$ cat config.mk
export PLATFORM = sky130hd
export DESIGN_NAME = mult_seq_ctrl
export DESIGN_NICKNAME = d
export VERILOG_FILES = /design/src/rtl/mult_seq_ctrl.sv
export SDC_FILE = /design/constraint.sdc
export NUM_CORES = 1
export LEC_CHECK = 0
export CAP_MARGIN = 20
export CORE_ASPECT_RATIO = 2
export CORE_MARGIN = 5
export CORE_UTILIZATION = 35
export DETAILED_ROUTE_END_ITERATION = 8
export GPL_TIMING_DRIVEN = 0
export PLACE_DENSITY = 0.6
export SYNTH_ARGS = -nofsm -noshare
export SYNTH_HDL_FRONTEND = slang
export SYNTH_SLANG_ARGS = --single-unit
$ cat constraint.sdc
create_clock -name clk -period 3.55 [get_ports clk]
set_input_delay 0.355 -clock clk [delete_from_list [all_inputs] [get_ports clk]]
set_output_delay 0.355 -clock clk [all_outputs]
set_load 0.02 [all_outputs]
$ cat src/rtl/mult_seq_ctrl.sv
// Sequencer that drives an external 4x4 multiplier core one digit pair per cycle and
// shift-accumulates the digit products into an OP_W x OP_W unsigned product.
module mult_seq_ctrl #(
  parameter int unsigned OP_W  = 8,
  parameter int unsigned CNT_W = 4
) (
  input  logic              clk,
  input  logic              rst_n,
  input  logic              in_valid,
  output logic              in_ready,
  input  logic [OP_W-1:0]   in_a,
  input  logic [OP_W-1:0]   in_b,
  output logic              out_valid,
  input  logic              out_ready,
  output logic [2*OP_W-1:0] out_p,
  output logic [3:0]        core_x,
  output logic [3:0]        core_y,
  input  logic [7:0]        core_o,
  output logic              busy
);

  localparam int unsigned N   = OP_W / 4;
  localparam int unsigned P_W = 2 * OP_W;
  localparam logic [CNT_W-1:0] KLast = CNT_W'(N * N - 1);

  typedef enum logic [1:0] {StIdle, StCalc, StDone} state_e;

  state_e           state_q, state_d;
  logic             in_ready_q, in_ready_d;
  logic             out_valid_q, out_valid_d;
  logic [P_W-1:0]   out_p_q, out_p_d;
  logic [P_W-1:0]   acc_q, acc_d;
  logic [CNT_W-1:0] k_q, k_d;
  logic [OP_W-1:0]  a_q, a_d;
  logic [OP_W-1:0]  b_q, b_d;

  int unsigned      dig_i, dig_j;
  logic [3:0]       dig_x, dig_y;
  logic [P_W-1:0]   partial, acc_sum;

  // k walks a's digits fastest: i = k mod N, j = k div N.
  always_comb begin
    dig_i   = 32'(k_q) % N;
    dig_j   = 32'(k_q) / N;
    dig_x   = 4'(a_q >> (4 * dig_i));
    dig_y   = 4'(b_q >> (4 * dig_j));
    partial = P_W'(core_o) << (4 * (dig_i + dig_j));
    acc_sum = acc_q + partial;
  end

  always_ff @(posedge clk or negedge rst_n) begin
    if (!rst_n) begin
      state_q     <= StIdle;
      in_ready_q  <= 1'b0;
      out_valid_q <= 1'b0;
      out_p_q     <= '0;
      acc_q       <= '0;
      k_q         <= '0;
      a_q         <= '0;
      b_q         <= '0;
    end else begin
      state_q     <= state_d;
      in_ready_q  <= in_ready_d;
      out_valid_q <= out_valid_d;
      out_p_q     <= out_p_d;
      acc_q       <= acc_d;
      k_q         <= k_d;
      a_q         <= a_d;
      b_q         <= b_d;
    end
  end

  always_comb begin
    state_d     = state_q;
    in_ready_d  = in_ready_q;
    out_valid_d = out_valid_q;
    out_p_d     = out_p_q;
    acc_d       = acc_q;
    k_d         = k_q;
    a_d         = a_q;
    b_d         = b_q;
    unique case (state_q)
      StIdle: begin
        in_ready_d = 1'b1;
        if (in_valid && in_ready_q) begin
          a_d        = in_a;
          b_d        = in_b;
          acc_d      = '0;
          k_d        = '0;
          in_ready_d = 1'b0;
          state_d    = StCalc;
        end
      end
      StCalc: begin
        acc_d = acc_sum;
        k_d   = k_q + CNT_W'(1);
        if (k_q == KLast) begin
          out_p_d     = acc_sum;
          out_valid_d = 1'b1;
          state_d     = StDone;
        end
      end
      StDone: begin
        if (out_valid_q && out_ready) begin
          out_valid_d = 1'b0;
          in_ready_d  = 1'b1;
          state_d     = StIdle;
        end
      end
      default: state_d = StIdle;
    endcase
  end

  always_comb begin
    in_ready  = in_ready_q;
    out_valid = out_valid_q;
    out_p     = out_p_q;
    busy      = (state_q != StIdle);
    core_x    = 4'd0;
    core_y    = 4'd0;
    if (state_q == StCalc) begin
      core_x = dig_x;
      core_y = dig_y;
    end
  end

endmodule
==> After elaboration in Yosys (flattened, before gate mapping) <==
Index checks and enable logic that the tools add are counted.
{ "word_totals": {"reg_bits": 56, "in_bits": 28} }
{ "op_classes": {"addsub": 3, "n_eq_ne": 6, "shift": 3, "mux": 16, "n_reduce_logical": 13} }
{ "op_table": {"columns": ["op", "count"], "rows": [
  ["$pmux W16 S2", 1],
  ["$add A16 B16 Y16", 1],
  ["$mux W16", 1],
  ["$shl A8 B6 Y16", 1],
  ["$mux W4", 3],
  ["$pmux W4 S2", 1],
  ["$reduce_and A2 Y1", 4],
  ["$reduce_bool A2 Y1", 4],
  ["$shr A8 B3 Y4", 1],
  ["$shr A8 B5 Y4", 1],
  ["$mux W2", 3],
  ["$ne A2 B2 Y1 const B", 3],
  ["$pmux W2 S3", 1],
  ["$reduce_and A3 Y1", 2],
  ["$add A1 B3 Y4", 1],
  ["$add A4 B1 Y4 const B", 1],
  ["$eq A4 B2 Y1 const B", 1],
  ["$mux W1", 4],
  ["$pmux W1 S2", 2],
  ["$eq A2 B1 Y1 const B", 1],
  ["$eq A2 B2 Y1 const B", 1],
  ["$logic_and A1 B1 Y1", 2],
  ["$logic_not A2 Y1", 1]
]} }

==> Longest topological paths before layout <==
{ "logic_depth": {"depth_word": 4, "depth_mapped": 15} }

==> Least setup slack after synthesis <==
No wires, ideal clock.
{ "synth_timing": {"kind": "register to register", "startpoint": "register k_q[0]", "endpoint": "register out_p_q[12] (netlist: out_p[12])", "setup_ns": 0.132, "t_arrival_ns": 3.041, "required_time_ns": 3.418, "setup_slack_ns": 0.377, "path_stages_with_launch": 16, "path_buffers": 0, "synth_period_minus_slack_ns": 3.173, "path_cell_list": "dfrtp_1 > ha_1 > ha_1 > xnor2_1 > nand2b_1 > nor3b_1 > and2_1 > ha_1 > inv_1 > fa_1 > nor2b_4 > o31a_1 > o211a_1 > a311oi_2 > xor2_1 > o21ai_1"} }
{ "synth_between": {"elab_chain_cells": 3, "elab_cells_between_ends": 5, "cone_classes": "add/sub (2); eq/ne (1); shift (1); reduce/logical (1)"} }
{ "synth_lines": {"columns": ["element", "line_no", "rtl"], "rows": [
  ["start, declared", "33", "logic [CNT_W-1:0] k_q, k_d;"],
  ["start signal, assigned", "67", "k_q <= k_d;"],
  ["$add A1 B3 Y4", "47", "partial = P_W'(core_o) << (4 * (dig_i + dig_j));"],
  ["$shl A8 B6 Y16", "47", null],
  ["$add A16 B16 Y16", "48", "acc_sum = acc_q + partial;"],
  ["end signal, assigned", "65", "out_p_q <= out_p_d;"],
  ["end, declared", "31", "logic [P_W-1:0] out_p_q, out_p_d;"]
]} }
Parallel ways exist; a longest one is shown, timed or not.
A chain may end at the register's enable or synchronous reset.

==> Worst setup path in the final report <==
Same ends and word-level chain as after synthesis.

==> results by group <==
Critical path
  • CP delay by family, top: compound AO/OA/AOI/OAI gates
  • CP Data Arrival Time: 3.59 ns
  • Crit-path cells: ha_4, ha_4, xnor2_4, nand2b_1, nor3b_2, buf_4, and2_4, ha_4, nor2b_4, o31a_1, o211a_1, a311oi_2, xor2_1, o21ai_1
  • Critical Path Max Stage Delay: 0.41 ns
  • WP buf/inv: 1
  • WS Path Type: reg2reg
  • Worst Path Required: around 3.7 ns
  • Top cell by count, worst path: ha_4
  • Maximum fanout along the worst path: 5
  • CP max-delay cell: dfrtp_1
  • CP startpoint kind: flip-flop
  • Worst setup EP type: flip-flop

Clock network
  • H-tree Lvls: 2
  • Clk sink count: 56
  • Clk root buf: clkbuf_16
  • Clk pin slew, worst setup/hold paths: 0.07 ns
  • TritonCTS Buffers: 5
  • Latest clock arrival within the worst-skew pair: 0.30 ns
  • CTS tree: built
  • Max Buffers Root-to-Sink: 2

Global route
  • First-pass GRT wire length: 14.92 mm
  • Antenna violations before repair: 0
  • Vias in the first global route: 2982
  • Total GRT Usage: 16.87%
  • Total grt overflow: 0
  • Largest net degree at the start of global routing: 41

Synth
  • Top post-synthesis cells by area: dfrtp_1 44%, nand2_1 10%, ha_1 6.7%
  • Syn_nets: 415
  • Ys async rst share: 100.0%
  • Yosys top cell area share: between 40% and 50%
  • Synth Flop Type: dfrtp_1
  • Mapped Cells: 369
  • EDFF count, synth: 0
  • Sequential area share after synthesis: 43.94%
  • Netlist Area Pre-Place: between 0.003 and 0.004 mm^2
  • Synth Register Bits: 56
  • Library cells used by synthesis: 40
  • Syn_area_per_cell: between 8 and 9 um^2
  • Area leader, netlist: dfrtp_1
  • Ys Warns: 0

STA
  • Minimum hold slack: 0.4770 ns
  • Setup Skew: 0.005402 ns
  • Slew margin rel.: 62.24%
  • Fin crit period: 3.421 ns
  • Fmax achieved: 292.3 MHz
  • RSZ-0062 raised after global routing: no
  • Final hold vios: 0
  • Setup ws final: 0.1293 ns
  • TNS Setup: 0 ns
  • Max-slew violations: 0
  • Worst-Margin Slew: about 0.57 ns
  • Fin crit share: 96.36%
  • Final Setup Violations: 0

Floorplan
  • Die X: 77.50 um
  • Starting Density: 35.63%
  • # IOs: 55
  • Core ar.: 0.008951 mm^2
  • DIE AREA: 0.01124 mm^2
  • Site row count: 49
  • Die H: around 150 um

Final layout
  • Layout Cells excl Fill: 538
  • Fin nets: ~480
  • Fin util: 46.16%
  • Commonest non-fill, non-tap cells in the layout: 87 x nand2_1, 56 x dfrtp_1, 53 x clkdlybuf4s50_1
  • Final Instance Area: 0.004131 mm^2
  • Commonest non-fill, non-tap cell in the layout: nand2_1
  • Share of layout cells above drive strength 1: slightly below 8%
  • Layout area overhead: 29.54%
  • Filler cell count: between 800 and 900
  • N_diodes: 0

Routing
  • Routed vias: 2830
  • Drt initial violations: roughly 140
  • WL final: 9.186 mm
  • WL/cell: approximately 17 um
  • DRC Markers: 0
  • Vias per cell: 5.260
  • DRT antenna net count: 0
  • First-pass DRT Iterations: 4

Power and ir drop
  • Leak Pwr: approximately 2.0 nW
  • Cell Pwr Density: 286.4 mW/mm^2
  • Final Power: between 1 and 1.5 mW
  • Worst VDD drop: 0.3861 mV

Placed design
  • Dpl hpwl: 7.361 mm
  • DP Worst Slack: -0.3295 ns
  • Final Wtd Congestion: 0.8738
  • Placed instance area: 0.003872 mm^2
  • Port Buf Inserts: between 50 and 60
  • Dpl cells: 526

Run
  • Max cap viols: 0

Min path
  • Hold Path Class: reg2reg

Outcome
  • Status: completed
-- worst min-delay path, stage by stage (launching register included) --
cell and delay [ns]:
dfrtp_1 0.34, nand2_1 0.05, nand2_1 0.05
-- logic make-up after synthesis --
family | Yosys count | synth area share, %
adder cells (fa/ha/maj) | 18 | 7.297
AND/OR/NAND/NOR | 166 | 22.48
multiplexers | 14 | 4.629
buffers and inverters | 23 | 2.786
XOR/XNOR | 15 | 4.119
AO/OA/AOI/OAI | 77 | 14.75
flip-flops | 56 | 43.94
-- timing repair --
| action | 4_1_cts | 5_1_grt |
|---|---|---|
| gates resized for setup | 5 | 8 |
| hold endpoints to repair | 16 | 0 |
| pin swaps | 3 | 5 |
| cloned | 0 | 0 |
| hold buffers | 1 | 0 |
| endpoints found under the setup margin | 10 | 12 |
| setup buffers | 2 | 1 |
-- registers in the layout (all words and copies together), names as in the netlist --
| name | flops |
|---|---|
| out_valid | 1 |
| state_q | 2 |
| in_ready | 1 |
| a_q | 8 |
| k_q | 4 |
| acc_q | 16 |
| b_q | 8 |
| out_p | 16 |
-- metal layers --
| metal | routed length (um) | part of all wire, % | global-route usage (%) | vias up |
|---|---|---|---|---|
| met3 | 223 | 2.4 | 2.419 | 18 |
| li1 | - | - | - | 1393 |
| met4 | 397 | 4.3 | 8.520 | 0 |
| met2 | 5596 | 61 | 34.12 | 51 |
| met1 | 2968 | 32 | 15.23 | 1368 |
| met5 | 0 | 0 | 0 | - |
-- worst paths after layout --
check | end | from | cells after the start | slack [ns]
worst min register to register | b_q[2] | b_q[2] | 2 | 0.48
worst min-delay path | b_q[2] | b_q[2] | 2 | 0.48
worst max-delay path | out_p[12] | k_q[0] | 14 | 0.13
worst max register to register | out_p[12] | k_q[0] | 14 | 0.13
max in group asynchronous | out_p[7] | rst_n | 3 | 2.49
min in group asynchronous | b_q[4] | rst_n | 2 | 0.52
-- synthesized netlist by cell type, types with 7 or more instances --
cell type and count:
nand2_1 87, o21ai_1 15, ha_1 17, xnor2_1 7, nand3_1 29, nor2_1 30
dfrtp_1 56, xor2_1 8, o21ai_0 24, a21o_1 7, a21oi_1 13, mux2i_1 8
clkbuf_1 13
-- where the power goes --
group          switching, mW  internal, mW  leakage (nW)
Combinational         0.0197        0.0302          1.24
Sequential                 0         0.637         0.673
Clock                  0.232         0.264        0.0712
-- cell type report --
class	instances	area, um^2	share of cell area, %
plain buffers	17	66.31	1.605
clock inverters	2	13.76	0.3331
clock buffers	6	128.9	3.119
multi-input cells	290	1783	43.16
flip-flops and latches	56	1401	33.92
well taps	102	127.6	3.089
inverters	6	22.52	0.5451
repair buffers	59	588.1	14.23
(Power assumes the default switching activity.)
